[config.mk]
export PLATFORM = sky130hd
export DESIGN_NAME = uart_tx_fifo_flat
export DESIGN_NICKNAME = d
export VERILOG_FILES = /design/src/rtl/uart_pkg.sv /design/src/rtl/uart_tx_fifo_if.sv /design/src/rtl/uart_tx_fifo_buf.sv /design/src/rtl/uart_tx_fifo.sv /design/src/flat_wrapper.sv
export SDC_FILE = /design/constraint.sdc
export NUM_CORES = 1
export LEC_CHECK = 0
export CORE_AREA = 2 2 104 106
export CTS_BUF_LIST = sky130_fd_sc_hd__clkbuf_16
export DETAILED_ROUTE_END_ITERATION = 10
export DIE_AREA = 0 0 106 108
export PLACE_DENSITY_LB_ADDON = 0.3
export SETUP_SLACK_MARGIN = 0.4
export SKIP_LAST_GASP = 1
export SYNTH_ARGS = -nofsm -noshare
export SYNTH_HDL_FRONTEND = slang
export SYNTH_SLANG_ARGS = --single-unit
[constraint.sdc]
create_clock -name clk -period 5.4 [get_ports clk]
set_clock_uncertainty 0.2 [all_clocks]
set_input_delay 1.35 -clock clk [delete_from_list [all_inputs] [get_ports clk]]
set_output_delay 1.35 -clock clk [all_outputs]
set_load 0.01 [all_outputs]
[src/rtl/uart_pkg.sv]
// ============================================================
// Package  : uart_pkg
// Brief    : Shared UART types, limits and baud helper.
// Revision : 1.0
// ============================================================
`default_nettype none

package uart_pkg;

  // Legal frame limits, shared with the receiver side.
  localparam int c_DATA_BITS_MIN = 5;
  localparam int c_DATA_BITS_MAX = 9;
  localparam int c_STOP_BITS_MIN = 1;
  localparam int c_STOP_BITS_MAX = 2;

`ifdef UART_TX_PARITY_EN
  typedef enum logic [2:0] {
    ST_IDLE   = 3'd0,
    ST_START  = 3'd1,
    ST_DATA   = 3'd2,
    ST_PARITY = 3'd3,
    ST_STOP   = 3'd4
  } tx_state_t;
`else
  typedef enum logic [2:0] {
    ST_IDLE  = 3'd0,
    ST_START = 3'd1,
    ST_DATA  = 3'd2,
    ST_STOP  = 3'd4
  } tx_state_t;
`endif

  function automatic int calc_ticks_per_bit(input int clock_freq, input int baud_rate);
    return clock_freq / baud_rate;
  endfunction

endpackage

`default_nettype wire

[src/rtl/uart_tx_fifo_if.sv]
// ============================================================
// Interface : uart_tx_fifo_if
// Brief     : Valid/ready word handshake into the UART TX FIFO.
// Revision  : 1.0
// ============================================================
`default_nettype none

interface uart_tx_fifo_if #(
  parameter int DATA_BITS = 8
) ();
  logic [DATA_BITS-1:0] data_in;
  logic                 data_valid;
  logic                 data_ready;

  modport master (output data_in, output data_valid, input data_ready);
  modport slave  (input data_in, input data_valid, output data_ready);
endinterface

`default_nettype wire

[src/rtl/uart_tx_fifo_buf.sv]
// ============================================================
// Module   : uart_tx_fifo_buf
// Brief    : Synchronous FIFO with occupancy count and registered ready.
// Revision : 1.0
// ============================================================
`default_nettype none

module uart_tx_fifo_buf #(
  parameter int WIDTH = 8,
  parameter int DEPTH = 4
) (
  input  logic                     clk,
  input  logic                     rst,
  input  logic                     wr_en,
  input  logic [WIDTH-1:0]         wr_data,
  input  logic                     rd_en,
  output logic [WIDTH-1:0]         rd_data,
  output logic                     empty,
  output logic                     ready,
  output logic [$clog2(DEPTH):0]   count
);
  localparam int PTR_W = $clog2(DEPTH);
  localparam logic [PTR_W-1:0] c_ptr_one  = PTR_W'(1);
  localparam logic [PTR_W:0]   c_cnt_one  = (PTR_W+1)'(1);
  localparam logic [PTR_W:0]   c_cnt_full = (PTR_W+1)'(DEPTH);

  logic [WIDTH-1:0] r_mem [DEPTH];
  logic [PTR_W-1:0] r_wr_ptr;
  logic [PTR_W-1:0] r_rd_ptr;
  logic [PTR_W:0]   r_count;
  logic [PTR_W:0]   w_count_next;
  logic             r_ready;
  logic             w_push;
  logic             w_pop;

  // ready is the only write gate, so a full FIFO can never take a word.
  assign w_push = wr_en && r_ready;
  assign w_pop  = rd_en && (r_count != '0);

  always_comb begin
    w_count_next = r_count;
    if (w_push && !w_pop) begin
      w_count_next = r_count + c_cnt_one;
    end else if (!w_push && w_pop) begin
      w_count_next = r_count - c_cnt_one;
    end
  end

  always_ff @(posedge clk or posedge rst) begin
    if (rst) begin
      r_wr_ptr <= '0;
      r_rd_ptr <= '0;
      r_count  <= '0;
      r_ready  <= 1'b0;
    end else begin
      if (w_push) r_wr_ptr <= r_wr_ptr + c_ptr_one;
      if (w_pop)  r_rd_ptr <= r_rd_ptr + c_ptr_one;
      r_count <= w_count_next;
      r_ready <= (w_count_next != c_cnt_full);
    end
  end

  always_ff @(posedge clk) begin
    if (w_push) r_mem[r_wr_ptr] <= wr_data;
  end

  assign rd_data = r_mem[r_rd_ptr];
  assign empty   = (r_count == '0);
  assign ready   = r_ready;
  assign count   = r_count;

endmodule

`default_nettype wire

[src/rtl/uart_tx_fifo.sv]
// ============================================================
// Module   : uart_tx_fifo
// Brief    : Parametrised UART transmitter fed by a small input FIFO.
//            Define UART_TX_PARITY_EN for a parity bit and parity_odd port.
// Revision : 1.0
// ============================================================
`default_nettype none

module uart_tx_fifo
  import uart_pkg::*;
#(
  parameter int CLOCK_FREQ = 50000000,
  parameter int BAUD_RATE  = 115200,
  parameter int DATA_BITS  = 8,
  parameter int STOP_BITS  = 1,
  parameter int FIFO_DEPTH = 4
) (
  input  logic                          clk,
  input  logic                          rst,
  uart_tx_fifo_if.slave                 in_if,
`ifdef UART_TX_PARITY_EN
  input  logic                          parity_odd,
`endif
  output logic                          tx,
  output logic                          busy,
  output logic [$clog2(FIFO_DEPTH):0]   fifo_count
);
  localparam int TICKS_PER_BIT = calc_ticks_per_bit(CLOCK_FREQ, BAUD_RATE);
  localparam int BAUD_W        = (TICKS_PER_BIT > 1) ? $clog2(TICKS_PER_BIT) : 1;
  localparam int IDX_W         = $clog2(DATA_BITS);
  localparam logic [BAUD_W-1:0] c_baud_last = BAUD_W'(TICKS_PER_BIT - 1);
  localparam logic [BAUD_W-1:0] c_baud_one  = BAUD_W'(1);
  localparam logic [IDX_W-1:0]  c_idx_last  = IDX_W'(DATA_BITS - 1);
  localparam logic [IDX_W-1:0]  c_idx_one   = IDX_W'(1);
  localparam logic              c_stop_last = 1'(STOP_BITS - 1);

  if (DATA_BITS < c_DATA_BITS_MIN || DATA_BITS > c_DATA_BITS_MAX ||
      STOP_BITS < c_STOP_BITS_MIN || STOP_BITS > c_STOP_BITS_MAX ||
      FIFO_DEPTH < 2 || (FIFO_DEPTH & (FIFO_DEPTH - 1)) != 0 ||
      TICKS_PER_BIT < 1) begin : g_bad_cfg
    $error("uart_tx_fifo: illegal parameter combination");
  end

  tx_state_t            r_state;
  logic [BAUD_W-1:0]    r_baud;
  logic [IDX_W-1:0]     r_bit_idx;
  logic                 r_stop_idx;
  logic [DATA_BITS-1:0] r_shift;
  logic                 r_tx;
  logic                 r_busy;
`ifdef UART_TX_PARITY_EN
  logic                 r_parity;
`endif

  logic                 w_empty;
  logic [DATA_BITS-1:0] w_head;
  logic                 w_bit_end;
  logic                 w_last_stop;
  logic                 w_pop;
  logic                 w_tx_level;

  uart_tx_fifo_buf #(
    .WIDTH (DATA_BITS),
    .DEPTH (FIFO_DEPTH)
  ) u_buf (
    .clk     (clk),
    .rst     (rst),
    .wr_en   (in_if.data_valid),
    .wr_data (in_if.data_in),
    .rd_en   (w_pop),
    .rd_data (w_head),
    .empty   (w_empty),
    .ready   (in_if.data_ready),
    .count   (fifo_count)
  );

  assign w_bit_end   = (r_baud == c_baud_last);
  assign w_last_stop = (r_stop_idx == c_stop_last);
  // Pop from IDLE, or at the very end of the last stop bit for gapless frames.
  assign w_pop = !w_empty &&
                 ((r_state == ST_IDLE) ||
                  (r_state == ST_STOP && w_bit_end && w_last_stop));

  always_comb begin
    w_tx_level = 1'b1;
    case (r_state)
      ST_START:  w_tx_level = 1'b0;
      ST_DATA:   w_tx_level = r_shift[0];
`ifdef UART_TX_PARITY_EN
      ST_PARITY: w_tx_level = r_parity;
`endif
      default:   w_tx_level = 1'b1;
    endcase
  end

  // tx and busy trail the state by one cycle, so every bit stays TICKS_PER_BIT long.
  always_ff @(posedge clk or posedge rst) begin
    if (rst) begin
      r_state    <= ST_IDLE;
      r_baud     <= '0;
      r_bit_idx  <= '0;
      r_stop_idx <= 1'b0;
      r_shift    <= '0;
      r_tx       <= 1'b1;
      r_busy     <= 1'b0;
`ifdef UART_TX_PARITY_EN
      r_parity   <= 1'b0;
`endif
    end else begin
      r_tx   <= w_tx_level;
      r_busy <= (r_state != ST_IDLE);
      if (w_pop) begin
        r_shift <= w_head;
`ifdef UART_TX_PARITY_EN
        r_parity <= (^w_head) ^ parity_odd;
`endif
      end
      if (r_state == ST_IDLE) begin
        r_baud <= '0;
        if (!w_empty) r_state <= ST_START;
      end else if (!w_bit_end) begin
        r_baud <= r_baud + c_baud_one;
      end else begin
        r_baud <= '0;
        case (r_state)
          ST_START: begin
            r_state   <= ST_DATA;
            r_bit_idx <= '0;
          end
          ST_DATA: begin
            r_shift <= r_shift >> 1;
            if (r_bit_idx == c_idx_last) begin
              r_stop_idx <= 1'b0;
`ifdef UART_TX_PARITY_EN
              r_state    <= ST_PARITY;
`else
              r_state    <= ST_STOP;
`endif
            end else begin
              r_bit_idx <= r_bit_idx + c_idx_one;
            end
          end
`ifdef UART_TX_PARITY_EN
          ST_PARITY: begin
            r_state    <= ST_STOP;
            r_stop_idx <= 1'b0;
          end
`endif
          ST_STOP: begin
            if (!w_last_stop) begin
              r_stop_idx <= 1'b1;
            end else if (!w_empty) begin
              r_state <= ST_START;
            end else begin
              r_state <= ST_IDLE;
            end
          end
          default: r_state <= ST_IDLE;
        endcase
      end
    end
  end

  assign tx   = r_tx;
  assign busy = r_busy;

endmodule

`default_nettype wire

[src/flat_wrapper.sv]
// flat-port wrapper written by rule: the top's interface ports become plain ports
module uart_tx_fifo_flat import uart_pkg::*;
#(
  parameter int CLOCK_FREQ = 50000000,
  parameter int BAUD_RATE  = 115200,
  parameter int DATA_BITS  = 8,
  parameter int STOP_BITS  = 1,
  parameter int FIFO_DEPTH = 4
)
  (clk, rst, tx, busy, fifo_count, in_if_data_in, in_if_data_valid, in_if_data_ready);
  uart_tx_fifo_if #(.DATA_BITS(DATA_BITS)) in_if_i ();
  input  logic clk;
  input  logic rst;
  output logic tx;
  output logic busy;
  output logic [$clog2(FIFO_DEPTH):0] fifo_count;
  input wire logic [$bits(in_if_i.data_in)-1:0] in_if_data_in;
  input wire logic [$bits(in_if_i.data_valid)-1:0] in_if_data_valid;
  output wire logic [$bits(in_if_i.data_ready)-1:0] in_if_data_ready;
  assign in_if_i.data_in = in_if_data_in;
  assign in_if_i.data_valid = in_if_data_valid;
  assign in_if_data_ready = in_if_i.data_ready;
  uart_tx_fifo #(.CLOCK_FREQ(CLOCK_FREQ), .BAUD_RATE(BAUD_RATE), .DATA_BITS(DATA_BITS), .STOP_BITS(STOP_BITS), .FIFO_DEPTH(FIFO_DEPTH)) u_core (.clk(clk), .rst(rst), .in_if(in_if_i), .tx(tx), .busy(busy), .fifo_count(fifo_count));
endmodule
==> flow_summary.toml, run 1 <==
[outcome]
status = "finished, final reports clean"

[synthesis]
synth_top_area_cell = "edfxtp_1"
synth_area_leaders = "edfxtp_1, dfrtp_1, mux4_2"
synth_top_cell_area_share_pct = 33.7
yosys_warnings = 0
ys.flop_type = "edfxtp_1"
synthDistinctLibCells = 32
syn-num-nets = 233
async_flop_share_pct = 50.8
ys_seq_area_share_pct = 62.8
synth_area_um2 = 2850
synth_edf_count = 32
synth_commonest_cells = "dfrtp_1, edfxtp_1, nand2_1"
synth_cells = 211
syn_avg_cell_area_um2 = 13.5
ys_seq_elements = 65

[layout]
syn2layout_area_growth_pct = 21.3
nets = 254
drive_above_1_share_pct = 10.5
num_antenna_cells = 0
fin_cells = 373
fillers = 991
finalInstanceArea_um2 = 3450
final_core_util_pct = 33.8

[grt]
antenna_found_initial = 0
grt_pass1_vias = 1668
grt_start_max_net_pins = 19
grt_pass1_wl_um = 8330
overflow = 0
track_usage_pct = 9.57

[floorplanning]
coreArea_um2 = 10200
ios = 17
die_h_um = 108
start_util_pct = 27.8
die_w_um = 106
dieArea_um2 = 11400
num_rows = 37

[routing]
wl_met1_um = 2420
wl_per_cell_um = 12.9
wl_met2_um = 2180
drc = 0
drt_iter0_drc = 104
wl_um = 4830
dr.max_layer_used = "met4"
vias = 1618
vias_per_cell = 4.34
first_pass_iters = 4
antenna_left = 0
dr_wl_met3_um = 138

[sta]
fmax_mhz = 313
hold_viol = 0
slew_viol_final = 0
rsz0062_at_grt = "false"
setup_viol = 0
post-route-period-util_pct = 59.1
max_slew.worst_pin.slew_ps = 929
min_period_ps = 3190
slew_headroom_pct = 38.1
tns_ps = 0

[clock_tree]
cts_sinks = 65
cts-resized-gates = 0
htree_levels = 3
cts_tree = "yes"
postCtsSetupRepairBufs = 0
clk_latency_ps = 320
cts_buffer_depth = 2
cts_buffers = 9
ctsHoldBuffers = 0
cts_root_buf = "clkbuf_16"
clk_pin_slew_ps = 50

[setup_path]
cp.required_ps = 5400
cp-start-kind = "flop"
cp_data_arrival_time_ps = 3190
rr_worst_depth = 5
end_kind = "flop"
worstSetupPathType = "reg2reg"
critPathMaxFanout = 17

[pwr]
max-vdd-ir-drop_mv = 0.230
p_per_area_nw_per_um2 = 415
leakagePower_nw = 1.44

[place]
numPortBuffers = 16
gp_congestion = 0.738
placed_cells = 357
place_area_um2 = 3150
dp.final_hpwl_um = 3260

[hold_path]
hp-class = "reg2reg"
min_path_cells = 2

[run]
drv_cap = 0
## worst max-delay path, cell delays in order, from the launching register on
cell     delay, ps
dfrtp_1        400
or4b_1         510
or3_1          500
a221o_1        680
mux2_4         420
a221o_1        350
## per-layer routing
metal | up-vias | global-route usage (%)
li1 | 793 | -
met1 | 794 | 12.4
met2 | 23 | 14.7
met3 | 8 | 3.32
met4 | 0 | 3.95
met5 | - | 0
## cell type report
cell class / count / area, µm² / share of cell area [%]
clock buffers: 9 / 225 / 6.52
clock inverters: 7 / 80.1 / 2.32
inverters: 11 / 41.3 / 1.20
multi-input cells: 128 / 982 / 28.4
flip-flops and latches: 65 / 1790 / 51.8
well taps: 136 / 170 / 4.93
repair buffers: 17 / 168 / 4.85
## logic make-up (layout without fill, tap and decap cells)
kind of cell             after synthesis  count (layout)  share of synthesized area (%)
flip-flops                            65              65                           62.8
AND/OR/NAND/NOR                       61              61                           9.93
AO/OA/AOI/OAI                         22              22                           4.61
multiplexers                          21              21                           11.1
buffers and inverters                 18              44                           2.72
XOR/XNOR                              13              13                           4.00
adder cells (fa/ha/maj)               11              11                           4.83
## stage by stage
step / hold slack [ps] / setup WS [ps] / power [W]
final: 281 / 2210 / 0.00143
after global routing: 301 / 2070 / 0.00151
after CTS: 287 / 2200 / 0.00146
after detailed placement: 274 / 2070 / 0.000857
after global placement: 260 / 2140 / 0.000855
after floorplan: 250 / 2640 / 0.000768
## path summary, 6_finish.rpt
check	startpoint	end	slack (ps)
min	u_core.r_shift[6]	u_core.r_shift[5]	280
min reg2reg	u_core.r_shift[6]	u_core.r_shift[5]	280
max	u_core.r_baud[6]	u_core.u_buf.ready	2210
max in group asynchronous	rst	u_core.r_state[1]	3070
max reg2reg	u_core.r_baud[6]	u_core.u_buf.ready	2210
min in group asynchronous	rst	u_core.r_baud[4]	1240
## where the power goes
part	leakage, nW	internal (W)	switching, W
sequential	0.691	0.000592	0.0000335
combinational	0.597	0.000100	0.000118
clock	0.157	0.000396	0.000193
total	1.44	0.00109	0.000345
## placed cells by master (no fill, tap or decap), types with 2 or more instances in the layout
cell type         n
a221o_1           2
and3_1            4
bufinv_16         2
clkbuf_16         9
clkdlybuf4s50_1  16
clkinv_1          2
dfrtp_1          32
edfxtp_1         32
ha_1             11
inv_1            13
mux2i_1          11
mux4_2            8
nand2_1          19
nand2b_1          3
nand3_1           5
nand4_1           3
nor2_1           18
nor3_1            3
o21ai_0          16
or3_1             3
xnor2_1          10
xor2_1            3
## registers in the layout (all words and copies together) (netlist names)
name,count
u_core.u_buf.r_rd_ptr,2
u_core.r_shift,8
u_core.u_buf.ready,1
u_core.r_state,3
u_core.r_baud,9
u_core.u_buf.r_wr_ptr,2
u_core.tx,1
u_core.u_buf.count,3
u_core.busy,1
u_core.u_buf.r_mem,32
u_core.r_bit_idx,3
Note: power is estimated with default switching activity, not from simulation.
==> run 2, diff against run 1 <==
==> constraint.sdc (replaced) <==
create_clock -name clk -period 2.57 [get_ports clk]
set_clock_uncertainty 0.2 [all_clocks]
set_input_delay 0.6425 -clock clk [delete_from_list [all_inputs] [get_ports clk]]
set_output_delay 0.6425 -clock clk [all_outputs]
set_load 0.01 [all_outputs]
==> flow_summary.toml, run 2 (synthesis gave the netlist of run 1 again) <==
[layout]
fillers = 966
nets = 270
num_antenna_cells = 0
max_flop_register = "u_core.u_buf.r_mem"
drive_above_1_share_pct = 20.6
largest_registers = "u_core.u_buf.r_mem x32, u_core.r_baud x9, u_core.r_shift x8"
layout_common_cells = "dfrtp_1, edfxtp_1, nand2_1"
largest_reg_flops = 32
regArea_um2 = 1790
final_core_util_pct = 35.8
syn2layout_area_growth_pct = 28.6
multi_input_area_um2 = 1030

[run]
drv_cap = 0

[routing]
antenna_left = 0
first_pass_iters = 4
drc = 0
wl_per_cell_um = 13.4
wl_um = 5210
vias_per_cell = 4.38
vias = 1705
drt_iter0_drc = 75

[setup_path]
worstSetupPathType = "reg2reg"
end_kind = "flop"
rr_worst_depth = 5
cp_data_arrival_time_ps = 2530
timing.rr.end = "u_core.u_buf.ready"
critPathMaxFanout = 4
r2r_slack_ps = 40
cp-start-kind = "flop"
cp.required_ps = 2580
r2r_start = "u_core.r_baud[6]"
setup.worst_path.end = "u_core.u_buf.ready"
cp-startpoint = "u_core.r_baud[6]"

[sta]
max_slew.worst_pin.slew_ps = 607
min_period_ps = 2530
slew_viol_final = 0
fmax_mhz = 396
setup_viol = 0
hold_viol = 0
setup_ws_ps = 42.5
rsz0062_at_grt = "true"
slew_headroom_pct = 59.6
post-route-period-util_pct = 98.3

[floorplanning]
dieArea_um2 = 11400
ios = 17
coreArea_um2 = 10200
die_h_um = 108
start_util_pct = 27.8
num_rows = 37
die_w_um = 106

[pwr]
power.switching_w = 0.000781
p_int_w = 0.00233
p_per_area_nw_per_um2 = 849
switching_share_pct = 25.1
power.total_w = 0.00311
max-vdd-ir-drop_mv = 0.454
pwr-share-clk_pct = 41.9
p_seq_share_pct = 42.3
leakagePower_nw = 1.53
combPwrFrac_pct = 15.8

[clock_tree]
cts_sinks = 65
cts_tree = "yes"
cts_buffers = 9
cts_root_buf = "clkbuf_16"
htree_levels = 3
ctsHoldBuffers = 0
cts_buffer_depth = 2
clk_pin_slew_ps = 60
clk_latency_ps = 330

[outcome]
status = "finished, final reports clean"

[place]
numPortBuffers = 16
preCtsSetupSlack_ps = 19.5
dp.final_hpwl_um = 3300
gp_congestion = 0.780

[grt]
antenna_found_initial = 0
grt_pass1_wl_um = 8470
track_usage_pct = 9.72
grt_start_max_net_pins = 34
overflow = 0
grt_pass1_vias = 1700

[hold_path]
hp-class = "reg2reg"
==> run 2: changes by cell type in the layout (fill, tap and decap cells not counted), moves of 4 or more <==
cell | previous run | this run
buf_4 | 1 | 12
o21ai_0 | 16 | 8
o21ai_1 | 0 | 8
buf_6 | 0 | 4
==> run 2: power by group through the flow <==
stage / Combinational, W / Sequential (W) / Clock, W
global placement: 0.000489 / 0.00133 / 0
global route: 0.000555 / 0.00133 / 0.00138
detailed placement: 0.000492 / 0.00133 / 0
finish: 0.000492 / 0.00131 / 0.00130
CTS: 0.000491 / 0.00132 / 0.00133
floorplan: 0.000289 / 0.00133 / 0
==> run 2: cell type report <==
class / instances / share of cell area [%]
Tap cell: 136 / 4.65
Timing Repair Buffer: 33 / 8.58
Clock buffer: 9 / 6.15
Clock inverter: 7 / 2.60
Multi-Input combinational cell: 128 / 28.1
Sequential cell: 65 / 48.8
Inverter: 11 / 1.13
==> run 2: critical path, stage by stage, from the launching register on <==
cell and delay, ps:
dfrtp_1 370, or4b_1 510, or3_4 340, a221o_1 370, mux2_4 310, a221o_1 310
==> run 2: per-stage QoR <==
stage	hold slack (ps)	cell area, µm²	TNS (ps)	std cells
detailed placement	278	3250	0	370
CTS	292	3580	0	386
global route	323	3660	-16.5	389
finish	287	3660	0	389
floorplan	250	2850	-119	211
global placement	263	3250	0	370
==> run 2: how the worst min path moves through the flow <==
| stage | cells after the start | to | slack [ps] | start |
|---|---|---|---|---|
| floorplan | 2 | u_core.r_shift[2] | 250 | u_core.r_shift[3] |
| detailed placement | 2 | u_core.r_shift[6] | 280 | u_core.r_shift[7] |
| global route | 2 | u_core.r_shift[2] | 320 | u_core.r_shift[3] |
| CTS | 2 | u_core.r_shift[6] | 290 | u_core.r_shift[7] |
| global placement | 2 | u_core.r_shift[6] | 260 | u_core.r_shift[7] |
| finish | 2 | u_core.r_shift[1] | 290 | u_core.r_shift[2] |
==> run 2: per-layer routing <==
| layer | global-route usage [%] | vias to the layer above | part of all wire (%) |
|---|---|---|---|
| met1 | 12.2 | 846 | 48 |
| met3 | 3.56 | 6 | 3.9 |
| met5 | 0 | - | 0 |
| met4 | 3.95 | 0 | 1.3 |
| met2 | 15.3 | 21 | 47 |
| li1 | - | 832 | - |
==> run 2: what timing repair did <==
item	4_1_cts	5_1_grt
endpoints found under the setup margin	21	27
pin swaps	1	2
buffers inserted	0	2
cloned	0	1
resized for setup	3	24
